File: config.mk
export PLATFORM = sky130hd
export DESIGN_NAME = gray_ptr_sync
export DESIGN_NICKNAME = d
export VERILOG_FILES = /design/src/rtl/gray_ptr_sync.sv
export SDC_FILE = /design/constraint.sdc
export NUM_CORES = 1
export LEC_CHECK = 0
export BUFFER_PORTS_ARGS = -buffer_cell sky130_fd_sc_hd__buf_2
export CORE_MARGIN = 2
export CORE_UTILIZATION = 39
export DETAILED_ROUTE_END_ITERATION = 16
export PLACE_DENSITY = 0.56
export SLEW_MARGIN = 20
export SYNTH_ARGS = -nofsm -noshare
export SYNTH_HDL_FRONTEND = slang
export SYNTH_SLANG_ARGS = --single-unit
File: constraint.sdc
create_clock -name i_clk -period 3.9 [get_ports i_clk]
set_input_delay 0.585 -clock i_clk [delete_from_list [all_inputs] [get_ports i_clk]]
set_output_delay 0.585 -clock i_clk [all_outputs]
set_load 0.01 [all_outputs]
File: src/rtl/gray_ptr_sync.sv
// gray_ptr_sync: destination-domain synchroniser for a Gray-coded async-FIFO
// pointer. Carries the far-domain pointer through a flop chain, presents it in
// Gray and binary form, reports the per-cycle pointer advance and tracks Gray
// integrity violations with a sticky flag and a saturating counter.
// STAGES is expected to lie in 2..4; SIZE must be at least 2.
module gray_ptr_sync #(
    parameter int SIZE       = 8,
    parameter int STAGES     = 2,
    parameter int CHECK_GRAY = 1
) (
    input  logic            i_clk,
    input  logic            i_rst_n,
    input  logic [SIZE-1:0] i_gptr_in,
    input  logic            i_err_clr,
    output logic [SIZE-1:0] o_sptr_gray,
    output logic [SIZE-1:0] o_sptr_bin,
    output logic            o_ptr_upd,
    output logic [SIZE-1:0] o_ptr_delta,
    output logic            o_gray_err,
    output logic [7:0]      o_err_cnt
);

    // Gray to binary: each binary bit is the XOR of all Gray bits at or above it.
    function automatic logic [SIZE-1:0] g2b(input logic [SIZE-1:0] g);
        logic [SIZE-1:0] b;
        b[SIZE-1] = g[SIZE-1];
        for (int i = SIZE - 2; i >= 0; i--) begin
            b[i] = b[i+1] ^ g[i];
        end
        return b;
    endfunction

    // True when more than one bit is set (clearing the lowest set bit leaves something).
    function automatic logic multi_bit(input logic [SIZE-1:0] d);
        return (d & (d - SIZE'(1))) != '0;
    endfunction

    // Saturating increment of the 8-bit violation count.
    function automatic logic [7:0] sat_inc(input logic [7:0] c);
        return (c == 8'hFF) ? c : c + 8'd1;
    endfunction

    logic [SIZE-1:0] r_sync [STAGES];
    logic [2:0]      r_prime;
    logic [SIZE-1:0] r_sptr_gray;
    logic [SIZE-1:0] r_sptr_bin;
    logic            r_ptr_upd;
    logic [SIZE-1:0] r_ptr_delta;

    logic [SIZE-1:0] w_s;
    logic [SIZE-1:0] w_s_bin;
    logic [SIZE-1:0] w_diff;
    logic            w_primed;
    logic            w_gray_err;
    logic [7:0]      w_err_cnt;

    assign w_s      = r_sync[STAGES-1];
    assign w_s_bin  = g2b(w_s);
    assign w_diff   = w_s ^ r_sptr_gray;
    assign w_primed = (r_prime == 3'(STAGES));

    // Synchroniser chain: only stage 0 ever samples the asynchronous pointer.
    always_ff @(posedge i_clk or negedge i_rst_n) begin
        if (!i_rst_n) begin
            for (int k = 0; k < STAGES; k++) begin
                r_sync[k] <= '0;
            end
        end else begin
            r_sync[0] <= i_gptr_in;
            for (int k = 1; k < STAGES; k++) begin
                r_sync[k] <= r_sync[k-1];
            end
        end
    end

    // Priming counter: blocks comparisons until the chain holds post-reset samples.
    always_ff @(posedge i_clk or negedge i_rst_n) begin
        if (!i_rst_n) begin
            r_prime <= '0;
        end else if (!w_primed) begin
            r_prime <= r_prime + 3'd1;
        end
    end

    // Output stage: pointer always tracks the chain; advance reporting only once primed.
    always_ff @(posedge i_clk or negedge i_rst_n) begin
        if (!i_rst_n) begin
            r_sptr_gray <= '0;
            r_sptr_bin  <= '0;
            r_ptr_upd   <= 1'b0;
            r_ptr_delta <= '0;
        end else begin
            r_sptr_gray <= w_s;
            r_sptr_bin  <= w_s_bin;
            if (w_primed) begin
                // An unchanged pointer yields equal binaries, so delta is 0 with no pulse.
                r_ptr_upd   <= (w_diff != '0);
                r_ptr_delta <= w_s_bin - r_sptr_bin;
            end else begin
                r_ptr_upd   <= 1'b0;
                r_ptr_delta <= '0;
            end
        end
    end

    generate
        if (CHECK_GRAY != 0) begin : g_check
            logic       r_gray_err;
            logic [7:0] r_err_cnt;
            logic       w_viol;

            assign w_viol = w_primed && multi_bit(w_diff);

            // Violation tracking: a violation on the same edge as a clear takes precedence.
            always_ff @(posedge i_clk or negedge i_rst_n) begin
                if (!i_rst_n) begin
                    r_gray_err <= 1'b0;
                    r_err_cnt  <= 8'd0;
                end else if (w_viol) begin
                    r_gray_err <= 1'b1;
                    r_err_cnt  <= i_err_clr ? 8'd1 : sat_inc(r_err_cnt);
                end else if (i_err_clr) begin
                    r_gray_err <= 1'b0;
                    r_err_cnt  <= 8'd0;
                end
            end

            assign w_gray_err = r_gray_err;
            assign w_err_cnt  = r_err_cnt;
        end else begin : g_nocheck
            logic w_unused_clr;
            assign w_unused_clr = i_err_clr;
            assign w_gray_err   = 1'b0;
            assign w_err_cnt    = 8'd0;
        end
    endgenerate

    assign o_sptr_gray = r_sptr_gray;
    assign o_sptr_bin  = r_sptr_bin;
    assign o_ptr_upd   = r_ptr_upd;
    assign o_ptr_delta = r_ptr_delta;
    assign o_gray_err  = w_gray_err;
    assign o_err_cnt   = w_err_cnt;

endmodule
# Word-level counts from Yosys, hierarchy flattened

Cells that the tools add are included.

Register bits after elaboration: 53
Input bits: 11
Word-level logic and storage cells: 38

Add/sub/neg operators: 4
Equal/unequal tests: 3
Mux-type cells: 8
Bitwise gates (word level): 9
Reduce and logical (&&, ||, !) cells: 5

Operators by type and width:

| cell                                                                  | number |
|---|---|
| 8-bit 2-to-1 mux                                                      | 5 |
| 8-bit nonzero test                                                    | 2 |
| 8-bit by 1-bit adder with 8-bit output, second input constant         | 1 |
| 8-bit bitwise AND                                                     | 1 |
| 8-bit equality test, second input constant                            | 1 |
| 8-bit by 1-bit subtractor with 8-bit output, second input constant    | 1 |
| 8-bit subtractor                                                      | 1 |
| 8-bit XOR                                                             | 1 |
| 1-bit XOR                                                             | 7 |
| 3-bit by 1-bit adder with 3-bit output, second input constant         | 1 |
| 3-bit by 2-bit equality test with 1-bit output, second input constant | 1 |
| 1-bit 2-to-1 mux                                                      | 3 |
| 2-bit inequality test, second input constant                          | 1 |
| 2-bit AND reduction                                                   | 1 |
| 2-bit nonzero test                                                    | 1 |
| 1-bit logical AND                                                     | 1 |

# Depth between registers and ports, before layout

Depth after elaboration: 9
Gate-level depth with buffers: 14
Mapped depth without buffers: 14

# Worst setup path before layout

No wires, ideal clock.

Path kind: register to register
From: reg r_sync, in the netlist w_s[7]
To: reg r_ptr_delta[6] (netlist: o_ptr_delta[6])
Arrival time: 3.190 ns
Setup slack: 0.574 ns
Stages on the path, launching flop included: 15
Period minus slack after synthesis: 3.326 ns
Path through: dfrtp_1 > xor3_2 > xnor2_2 > xor2_2 > xor2_2 > xor2_2 > xor2_1 > ha_1 > fa_1 > nor2b_1 > o21ai_0 > a21boi_0 > o21ai_0 > a21boi_0 > nor3_1

Cells in the longest elaborated chain, start to end: 9

RTL lines:

| what                            | line | RTL |
|---|---|---|
| start, declared                 | 43   | `logic [SIZE-1:0] r_sync [STAGES];` |
| start signal, assigned by index | 71   | `r_sync[k] <= r_sync[k-1];` |
| 1-bit XOR (*) (2 in a row)      | 28   | `b[i] = b[i+1] ^ g[i];` |
| named net w_s_bin[5]            | 51   | `logic [SIZE-1:0] w_s_bin;` |
| 1-bit XOR (5 in a row)          | 28   |  |
| 8-bit subtractor (*)            | 98   | `r_ptr_delta <= w_s_bin - r_sptr_bin;` |
| 8-bit 2-to-1 mux (*)            | 95   | `if (w_primed) begin` |
| end signal, assigned            | 98   |  |
| end, declared                   | 48   | `logic [SIZE-1:0] r_ptr_delta;` |

The timed path passes the listed nets; every way through them passes the cells marked *.
A chain may end at the register's enable or synchronous reset.

# Worst setup path in the final report

Same ends and word-level chain as after synthesis.

==> flow_summary_export.csv <==
group,metric,value,unit
status,outcome,"completed",
clock_tree,clk-insertion-delay-late,0.31,ns
pwr,irDropWorstVdd,0.254,mV
floorplanning,start_util,40.9,%
finish,fillers,541,
worst_hold_path,hp-class,"reg -> reg",
timing,worst_slew_pin_slew,0.660,ns
timing,timing.final.crit_period,3.51,ns
floorplanning,core_area,5570,µm²
grt,grt_start_max_net_pins,53,
route,drc,0,
timing,fin_tns_setup,0,ns
synthesis,yosys_warnings,0,
worst_hold_path,whs_path_depth,0,
setup_path,cp_max_fo,4,
setup_path,cp-end-kind,"flip-flop",
route,wl_per_cell,12.1,µm
timing,fmax,285,MHz
timing,hold_violations,0,
timing,post-route-period-util,90.0,%
floorplanning,fp-row-count,27,
pwr,p_leak,1.31,nW
synthesis,seq_area_frac_synth,57.0,%
clock_tree,cts_buffer_depth,2,
grt,first_global_vias,1439,
place,port_buffers,44,
setup_path,critPathLaunchType,"flip-flop",
timing,hold_slack,0.355,ns
place,dpl.hpwl,2.85,mm
route,vias,1541,
clock_tree,cts_setup_buffers,0,
setup_path,required,4.08,ns
clock_tree,cts_resized,0,
clock_tree,cts_buffers,5,
synthesis,syn_avg_cell_area,11.6,µm²
finish,final_nets,271,
route,wirelength,3.89,mm
synthesis,netlist.area_leader.share,57.0,%
synthesis,yosys.area.top_type,"dfrtp_1",
floorplanning,die-area,6480,µm²
timing,fin_skew,0.00235,ns
route,ant_nets,0,
route,via_per_inst,4.80,
finish,syn_to_final_growth,18.1,%
setup_path,arrival,3.69,ns
setup_path,r2r-end,"o_ptr_delta[6]",
setup_path,reg2regPathDepth,14,
place,routabilityCongestion,0.804,
setup_path,worstSetupPathType,"reg -> reg",
synthesis,ys.flop_type,"dfrtp_1",
synthesis,synth_area_leaders,"dfrtp_1 57%, ha_1 6.0%, xor2_1 3.5%",
synthesis,ys_async_sr_fraction,100,%
setup_path,cp-endpoint,"o_ptr_delta[6]",
clock_tree,hold_buffers,0,
route,firstDrtPassIters,4,
clock_tree,clkTransAtPathRegs,0.09,ns
synthesis,synth_edf_count,0,
grt,overflow,0,
flow_run,maxCapViolCount,0,
synthesis,synth_nets,220,
pwr,p_per_area,506,nW/µm²
pwr,power,1.36,mW
synthesis,netlist-cell-type-count,39,
clock_tree,clock_sinks,52,
setup_path,reg2reg_slack,0.39,ns
synthesis,synth_area,2280,µm²
clock_tree,htreeDepth,2,
timing,slew_viol_final,0,
clock_tree,cts_tree,"done",
floorplanning,die_h,80.5,µm
finish,diodes,0,
finish,post_route_cells_drive_above_1_share,26.5,%
route,drtIter0Drc,44,
timing,relSlewSlack,55.9,%
synthesis,netlist_instances,197,
floorplanning,boundaryPins,45,
synthesis,yosys_register_bits,52,
setup_path,r2r_start,"w_s[7]",
timing,rsz0062_at_grt,"false",
setup_path,crit_path_start,"w_s[7]",
grt,grt_antenna_before_repair,0,
clock_tree,cts-root-buf,"clkbuf_8",
timing,finalSetupViolations,0,
grt,grt_usage,13.5,%
grt,grt_pass1_wl,6.60,mm
floorplanning,die_x,80.5,µm
-- flip-flops by register name (all words and copies together) (netlist names) --
| signal | cells |
|---|---|
| o_err_cnt | 8 |
| o_ptr_delta | 8 |
| o_sptr_bin | 8 |
| r_sync | 8 |
| w_s | 8 |
| o_sptr_gray | 7 |
| r_prime | 3 |
| o_gray_err | 1 |
| o_ptr_upd | 1 |
-- worst min-delay path by stage --
stage,startpoint,to,slack [ns]
2_1_floorplan,i_rst_n,o_err_cnt[0],0.29
3_3_place_gp,r_sync[11],w_s[3],0.33
3_5_place_dp,r_sync[10],w_s[2],0.33
4_1_cts,r_sync[10],w_s[2],0.36
5_1_grt,i_gptr_in[3],r_sync[11],0.35
6_report,r_sync[10],w_s[2],0.36
-- placed cells by master (no fill, tap or decap), types with 3 or more instances in the layout --
master,instances
dfrtp_1,52
buf_2,44
inv_1,19
nand2_1,15
nor2_1,12
nor3_1,11
ha_1,11
xor2_1,9
o21ai_0,9
nor2b_1,6
a21oi_1,6
nand3_1,5
clkbuf_8,5
xnor2_1,4
buf_4,4
xor2_2,3
mux2i_1,3
-- report_power, final --
group | internal [mW] | total [mW] | switching [mW]
logic | 0.186 | 0.403 | 0.217
registers | 0.616 | 0.653 | 0.0372
clock network | 0.127 | 0.308 | 0.181
-- synthesized netlist by cell type (2+ instances only) --
library cell / n
o21ai_0: 9
nor2_1: 12
nor3_1: 11
a21boi_0: 2
o21a_1: 2
nand3_1: 5
nor2b_1: 6
mux2i_1: 3
xor2_1: 9
a21oi_1: 6
ha_1: 11
xor2_2: 3
xnor2_1: 4
nand2_1: 15
dfrtp_1: 52
nand4_1: 2
inv_1: 19
and3_1: 2
clkbuf_1: 3
mux2_2: 2
-- critical path, cell delays in order, from the launching register on --
cell	delay [ns]
dfrtp_1	0.41
xor3_2	0.51
xnor2_2	0.21
xor2_2	0.21
xor2_2	0.22
xor2_2	0.23
xor2_1	0.12
ha_1	0.21
fa_1	0.37
nor2b_1	0.14
o21ai_0	0.12
a21boi_0	0.24
o21ai_0	0.12
a21boi_0	0.18
nor3_1	0.07
-- cells by family after synthesis --
| kind of cell | count (synthesis) | share of synthesized area [%] |
|---|---|---|
| flip-flops | 52 | 57.0 |
| adder cells (fa/ha/maj) | 12 | 6.91 |
| multiplexers | 5 | 2.30 |
| AO/OA/AOI/OAI | 28 | 8.22 |
| XOR/XNOR | 18 | 8.94 |
| buffers and inverters | 23 | 3.95 |
| AND/OR/NAND/NOR | 59 | 12.7 |
-- metal layers --
layer  part of all wire [%]  GRT usage [%]  vias up  routed length (µm)
li1                       -              -      760                   -
met1                     49           18.4      743                1900
met2                     44           20.1       32                1720
met3                    5.4           4.38        6                 209
met4                    1.7           5.08        0                  65
met5                      0              0        -                   0
-- metrics by stage --
stage / worst slack, ns / util [%] / area [µm²] / std cells
2_1_floorplan: 0.574 / - / 2280 / 197
3_3_place_gp: 0.382 / 46.3 / 2580 / 310
3_5_place_dp: 0.311 / 46.3 / 2580 / 310
4_1_cts: 0.304 / 48.0 / 2670 / 318
5_1_grt: 0.0942 / 48.4 / 2700 / 321
6_report: 0.390 / 48.4 / 2700 / 321
-- final cells by class --
type / count / area, µm² / area share [%]
sequential: 52 / 1300 / 48.3
multi-input combinational: 122 / 891 / 33.0
timing repair buffer: 48 / 250 / 9.28
tap: 72 / 90.1 / 3.34
inverter: 19 / 71.3 / 2.65
clock buffer: 5 / 68.8 / 2.55
clock inverter: 3 / 23.8 / 0.882
Note: power is estimated with default switching activity, not from simulation.
